$ cat src/rtl/clock_switch_ctrl_if.sv
// Handshake bundle between a clock-source requester and clock_switch_ctrl.
// The master side issues switch requests; the slave side sequences the mux and the gate.
interface clock_switch_ctrl_if;
    logic sw_en;
    logic sel_req;
    logic mux_sel;
    logic clk_en;
    logic busy;
    logic switch_done;

    modport master (
        output sw_en,
        output sel_req,
        input  mux_sel,
        input  clk_en,
        input  busy,
        input  switch_done
    );

    modport slave (
        input  sw_en,
        input  sel_req,
        output mux_sel,
        output clk_en,
        output busy,
        output switch_done
    );
endinterface

$ cat src/rtl/clock_switch_ctrl.sv
// Glitch-free clock source switch sequencer: gate, wait, change mux select, settle, ungate.
// Runs entirely on the always-on reference clock.
module clock_switch_ctrl #(
    parameter int unsigned GATE_WAIT = 4,
    parameter int unsigned SEL_WAIT  = 8
) (
    input  logic          clk,
    input  logic          reset,
    clock_switch_ctrl_if.slave sw
);

    typedef enum logic [1:0] {
        STARTUP  = 2'd0,
        IDLE     = 2'd1,
        GATE_OFF = 2'd2,
        SETTLE   = 2'd3
    } state_t;

    localparam logic [7:0] GATE_LOAD = 8'(GATE_WAIT - 1);
    localparam logic [7:0] SEL_LOAD  = 8'(SEL_WAIT - 1);

    state_t     state, state_d;
    logic [7:0] cnt, cnt_d;
    logic       target, target_d;
    logic       mux_sel_q, mux_sel_d;
    logic       clk_en_q, clk_en_d;
    logic       busy_q, busy_d;
    logic       done_q, done_d;

    always_ff @(posedge clk or posedge reset) begin
        if (reset) begin
            state     <= STARTUP;
            cnt       <= SEL_LOAD;
            target    <= 1'b0;
            mux_sel_q <= 1'b0;
            clk_en_q  <= 1'b0;
            busy_q    <= 1'b1;
            done_q    <= 1'b0;
        end else begin
            state     <= state_d;
            cnt       <= cnt_d;
            target    <= target_d;
            mux_sel_q <= mux_sel_d;
            clk_en_q  <= clk_en_d;
            busy_q    <= busy_d;
            done_q    <= done_d;
        end
    end

    always_comb begin
        state_d   = state;
        cnt_d     = cnt;
        target_d  = target;
        mux_sel_d = mux_sel_q;
        clk_en_d  = clk_en_q;
        busy_d    = busy_q;
        done_d    = 1'b0;

        case (state)
            STARTUP: begin
                if (cnt == '0) begin
                    clk_en_d = 1'b1;
                    busy_d   = 1'b0;
                    state_d  = IDLE;
                end else begin
                    cnt_d = cnt - 8'd1;
                end
            end
            IDLE: begin
                if (sw.sw_en && (sw.sel_req != mux_sel_q)) begin
                    target_d = sw.sel_req;
                    clk_en_d = 1'b0;
                    busy_d   = 1'b1;
                    cnt_d    = GATE_LOAD;
                    state_d  = GATE_OFF;
                end
            end
            GATE_OFF: begin
                // Output is already gated here, so the mux may change without a visible glitch.
                if (cnt == '0) begin
                    mux_sel_d = target;
                    cnt_d     = SEL_LOAD;
                    state_d   = SETTLE;
                end else begin
                    cnt_d = cnt - 8'd1;
                end
            end
            SETTLE: begin
                if (cnt == '0) begin
                    clk_en_d = 1'b1;
                    done_d   = 1'b1;
                    busy_d   = 1'b0;
                    state_d  = IDLE;
                end else begin
                    cnt_d = cnt - 8'd1;
                end
            end
            default: begin
                state_d  = STARTUP;
                clk_en_d = 1'b0;
                busy_d   = 1'b1;
                cnt_d    = SEL_LOAD;
            end
        endcase
    end

    assign sw.mux_sel     = mux_sel_q;
    assign sw.clk_en      = clk_en_q;
    assign sw.busy        = busy_q;
    assign sw.switch_done = done_q;

endmodule

$ cat src/flat_wrapper.sv
// flat-port wrapper written by rule: the top's interface ports become plain ports
module clock_switch_ctrl_flat 
#(
    parameter int unsigned GATE_WAIT = 4,
    parameter int unsigned SEL_WAIT  = 8
)
  (clk, reset, sw_sw_en, sw_sel_req, sw_mux_sel, sw_clk_en, sw_busy, sw_switch_done);
  clock_switch_ctrl_if sw_i ();
  input  logic clk;
  input  logic reset;
  input wire logic [$bits(sw_i.sw_en)-1:0] sw_sw_en;
  input wire logic [$bits(sw_i.sel_req)-1:0] sw_sel_req;
  output wire logic [$bits(sw_i.mux_sel)-1:0] sw_mux_sel;
  output wire logic [$bits(sw_i.clk_en)-1:0] sw_clk_en;
  output wire logic [$bits(sw_i.busy)-1:0] sw_busy;
  output wire logic [$bits(sw_i.switch_done)-1:0] sw_switch_done;
  assign sw_i.sw_en = sw_sw_en;
  assign sw_i.sel_req = sw_sel_req;
  assign sw_mux_sel = sw_i.mux_sel;
  assign sw_clk_en = sw_i.clk_en;
  assign sw_busy = sw_i.busy;
  assign sw_switch_done = sw_i.switch_done;
  clock_switch_ctrl #(.GATE_WAIT(GATE_WAIT), .SEL_WAIT(SEL_WAIT)) u_core (.clk(clk), .reset(reset), .sw(sw_i));
endmodule
$ cat config.mk
export PLATFORM = sky130hd
export DESIGN_NAME = clock_switch_ctrl_flat
export DESIGN_NICKNAME = d
export VERILOG_FILES = /design/src/rtl/clock_switch_ctrl_if.sv /design/src/rtl/clock_switch_ctrl.sv /design/src/flat_wrapper.sv
export SDC_FILE = /design/constraint.sdc
export NUM_CORES = 1
export LEC_CHECK = 0
export ABC_CLOCK_PERIOD_IN_PS = 3200
export BUFFER_PORTS_ARGS = -buffer_cell sky130_fd_sc_hd__buf_2
export CORE_UTILIZATION = 45
export CTS_BUF_LIST = sky130_fd_sc_hd__clkbuf_8
export DETAILED_ROUTE_END_ITERATION = 16
export GPL_ROUTABILITY_DRIVEN = 1
export PLACE_DENSITY = 0.63
export SLEW_MARGIN = 0
export SYNTH_ARGS = -nofsm -noshare
export SYNTH_HDL_FRONTEND = slang
export SYNTH_SLANG_ARGS = --single-unit
$ cat constraint.sdc
create_clock -name clk -period 3.2 [get_ports clk]
set_clock_uncertainty 0.1 [all_clocks]
set_input_delay 0.64 -clock clk [delete_from_list [all_inputs] [get_ports clk]]
set_output_delay 0.64 -clock clk [all_outputs]
set_load 0.03 [all_outputs]
Yosys cells after proc, flatten, opt, wreduce, memory -nomap -nowiden

Index checks and enable logic that the tools add are counted.

Bits in registers: 15
Latch bits: 0
Bits in writable memories: 0
ROM bits: 0
Input port bits: 4
Output and inout bits: 4
Word-level logic and storage cells: 42
Memories: 0

Add/sub/neg operators: 1
Multipliers: 0
Divide/modulo/power cells: 0
Magnitude comparators: 0
Eq/ne operators: 8
Shifts and indexed selects: 0
Mux-type cells: 16
Bitwise gates (word level): 0
Reductions and logical operators: 10

Operator list:

| kind                  | number |
|---|---|
| $mux W8               | 3 |
| $pmux W8 S3           | 1 |
| $logic_not A8 Y1      | 1 |
| $sub A8 B1 Y8 const B | 1 |
| $mux W1               | 6 |
| $mux W2               | 3 |
| $ne A2 B1 Y1 const B  | 3 |
| $pmux W2 S3           | 1 |
| $reduce_and A2 Y1     | 3 |
| $reduce_and A3 Y1     | 2 |
| $eq A2 B2 Y1 const B  | 2 |
| $pmux W1 S2           | 2 |
| $eq A2 B1 Y1 const B  | 1 |
| $logic_not A2 Y1      | 1 |
| $ne A2 B2 Y1 const B  | 1 |
| $reduce_bool A2 Y1    | 1 |
| $reduce_or A2 Y1      | 1 |
| $logic_and A1 B1 Y1   | 1 |
| $ne A1 B1 Y1          | 1 |

Longest topological paths before layout

Word-level depth: 4
Mapped depth: 6

Worst setup path before layout

OpenSTA, ideal clock, no wires.

Path type: reg-to-reg
Start point: register u_core.cnt[0]
End point: register u_core.cnt[0]
Library setup time: 78 ps
Arrival time: 1586 ps
Required time: 3022 ps
Slack: 1436 ps
Cell stages (with the launch flop): 7
Path buffers: 0
Period minus slack after synthesis: 1764 ps
Cell sequence: dfstp_2 inv_1 ha_1 nor3b_2 nand3_1 nor2b_1 o22a_2

Word-level cells in the longest chain between the ends: 3

Ends and longest elaborated chain:

| what                                              | line                                             | RTL |
|---|---|---|
| start: declaration                                | clock_switch_ctrl.sv:23                          | `logic [7:0] cnt, cnt_d;` |
| start signal: assignment                          | clock_switch_ctrl.sv:41                          | `cnt <= cnt_d;` |
| $sub A8 B1 Y8 or $logic_not A8 Y1 (tied branches) | --                                               |  |
| $mux W8 (tied with other cells)                   | clock_switch_ctrl.sv:61, clock_switch_ctrl.sv:89 |  |
| $pmux W8 S3 or $reduce_and A2 Y1 (tied branches)  | --                                               |  |

Several ways; a longest one is shown, not always the timed one. The select of a mux whose other input is x is not followed.
A chain may end at the register's enable or synchronous reset.

Worst setup path after layout

Same ends and word-level chain as after synthesis.

==> run metrics <==
status finished, final reports clean; Post-CTS Resized 0; Clk Latency, worst-skew pair about 250 ps; # port buffers 7; # DRC 0; Max-Cap Viols 0; CP bufs+invs 1; final setup TNS 0 ps; reg2reg start u_core.cnt[0]$_DFFE_PP1P_; DRT Pass-1 Iters 4; die area 2070 um2; CP Capture Type flip-flop; Worst Path Class, Setup reg -> reg; syn avg cell area about 10 um2; Synth top area share 0.324; worst relative slew slack 0.556; R2R depth 6; slew of the pin with the lowest slew margin 663 ps; Syn Std Cell Area 851 um2; Initial Util 0.487; antenna violations before repair 0; Post-Syn Instances 86; routability congestion estimate from global placement 0.772; Die Y between 40 and 50 um; DR vias/cell 5.43; DR iter-0 viols 11; Reg-to-Reg End u_core.cnt[0]$_DFFE_PP1P_; global-route wire length before repair 2770 um; Setup Fix Bufs, Post-CTS 0; Worst-path clk slew 60 ps; largest net degree at the start of global routing 16; crit path DAT 2110 ps; crit-path cells inv_1 -> ha_1 -> nor3b_2 -> nand3_1 -> nor2b_1 -> o22a_2; placed wire-length estimate around 1100 um; Nets 106; GR Util All Layers 0.190; final hold vios 0; Filler cells between 150 and 200; CTS H-tree depth 1; Synth warnings 0; share of post-route cells with drive strength above 1 0.237; vias in the first global route 626; most common cell after layout, fill and taps aside dfrtp_1; sequential element share of the synthesized area 0.447; Period Utilization, post-route 0.633; Critical-path top delay cell nor3b_2; ant diodes 0; clock buffer depth 2; Top delay family on crit path simple AND/OR/NAND/NOR gates; WL per Instance 12.4 um; Synth area leaders dfrtp_1, dfstp_2, ha_1; DIE WIDTH 45.5 um; Hold Slack 332 ps; post-route ant nets 0; worst stage delay on the critical path 580 ps; RSZ-0062 raised after global routing false; Yosys cell types 34; fin. max-slew vios 0; R2R setup slack approximately 1200 ps; via count 663; crit path max fanout 10; Yosys top cell by area dfrtp_1; Layout Area Growth over Synthesis 13.1%; Critical Path RT 3280 ps; VDD IR max 0.247 mV; commonest cells after routing, fill and taps aside dfrtp_1, o21ai_0, inv_1; Min Clock Period, post-route 2030 ps; Num CTS Buffers 3; post-synthesis register bit count 15; number of top-level pins 8; CORE AREA 1750 um2; critical path launch point type flip-flop; Peak Freq 494 MHz; clk root buf clkbuf_8; Cell Pwr Density 360 nW/um2; CTS tree done; Syn Nets 94; hold-fix buffers at CTS 0; grt ovf 0; clock sinks 15; Final setup viols 0; LEAKAGE 0.000425 uW; final wirelength 1520 um; row cnt 15; hold crit path type in -> async
power by group:
| part | total, uW | internal (uW) | switching (uW) |
|---|---|---|---|
| combinational | 7.18 | 1.93 | 5.25 |
| sequential | 190 | 190 | 0 |
| clock | 149 | 84.9 | 64.4 |
through the flow:
step / std cells / setup slack, ps / util / cell area (um2) / total power [uW]
2_1_floorplan: 86 / 1440 / - / 851 / 197
3_3_place_gp: 118 / 1170 / 0.525 / 917 / 201
3_5_place_dp: 118 / 1150 / 0.525 / 917 / 201
4_1_cts: 122 / 1170 / 0.551 / 962 / 349
5_1_grt: 122 / 981 / 0.551 / 962 / 359
6_report: 122 / 1170 / 0.551 / 962 / 347
worst max-delay path by stage:
stage,from,endpoint,slack (ps),cells past startpoint
after CTS,u_core.cnt[0]$_DFFE_PP1P_,u_core.cnt[0]$_DFFE_PP1P_,1170,6
after floorplan,u_core.cnt[0]$_DFFE_PP1P_,u_core.cnt[0]$_DFFE_PP1P_,1440,6
after detailed placement,sw_sel_req,u_core.cnt[0]$_DFFE_PP1P_,1150,5
after global placement,sw_sel_req,u_core.cnt[1]$_DFFE_PP1P_,1170,5
after global routing,u_core.cnt[0]$_DFFE_PP1P_,u_core.cnt[0]$_DFFE_PP1P_,980,6
final,u_core.cnt[0]$_DFFE_PP1P_,u_core.cnt[0]$_DFFE_PP1P_,1170,6
metal layers:
metal / global-route usage / wire length, um
met1: 0.262 / 781
met5: 0 / 0
met2: 0.283 / 658
met3: 0.0397 / 40
met4: 0.0909 / 35
cells in the mapped netlist:
| cell | n |
|---|---|
| or4_4 | 1 |
| xor2_1 | 1 |
| nor3_1 | 2 |
| or2_4 | 1 |
| nand4_1 | 1 |
| nor4_2 | 1 |
| nand2b_1 | 1 |
| nor4_1 | 1 |
| nand2_1 | 5 |
| o22a_1 | 1 |
| and3_1 | 1 |
| a2111oi_4 | 1 |
| a211o_1 | 1 |
| inv_1 | 7 |
| o21bai_1 | 1 |
| a31oi_1 | 2 |
| dfstp_2 | 4 |
| o21ai_0 | 10 |
| a21boi_1 | 1 |
| nor2b_1 | 1 |
| o21ba_2 | 1 |
| nand2_2 | 1 |
| dfrtp_1 | 11 |
| o22a_2 | 1 |
| a21o_1 | 2 |
| mux2_2 | 1 |
| o21a_1 | 2 |
| nand3_1 | 4 |
| nor3b_2 | 1 |
| a21oi_1 | 6 |
| a2bb2oi_1 | 1 |
| nor2_1 | 6 |
| nand4b_1 | 1 |
| ha_1 | 4 |
final cells by class:
type | instances | area [um2] | share of cell area
sequential | 15 | 380 | 0.395
clock buffer | 3 | 41.3 | 0.0429
timing repair buffer | 7 | 35.0 | 0.0364
clock inverter | 1 | 3.75 | 0.00390
multi-input combinational | 64 | 444 | 0.462
inverter | 7 | 26.3 | 0.0273
tap | 25 | 31.3 | 0.0325
flip-flops by register name (all words and copies together) (netlist names):
signal	count
u_core.sw.switch_done	1
u_core.sw.busy	1
u_core.cnt	8
u_core.state	2
u_core.sw.clk_en	1
u_core.target	1
u_core.sw.mux_sel	1
cells by family (layout without fill, tap and decap cells):
group / Yosys count / count (layout) / share of synthesized area
adders and majority gates: 4 / 4 / 0.0588
buffers and inverters: 7 / 18 / 0.0309
AOI/OAI and AO/OA: 30 / 30 / 0.249
DFF: 15 / 15 / 0.447
xor gates and xnor gates: 1 / 1 / 0.0103
muxes: 1 / 1 / 0.0132
and+or+nand+nor: 28 / 28 / 0.191
Note: power is estimated with default switching activity, not from simulation.
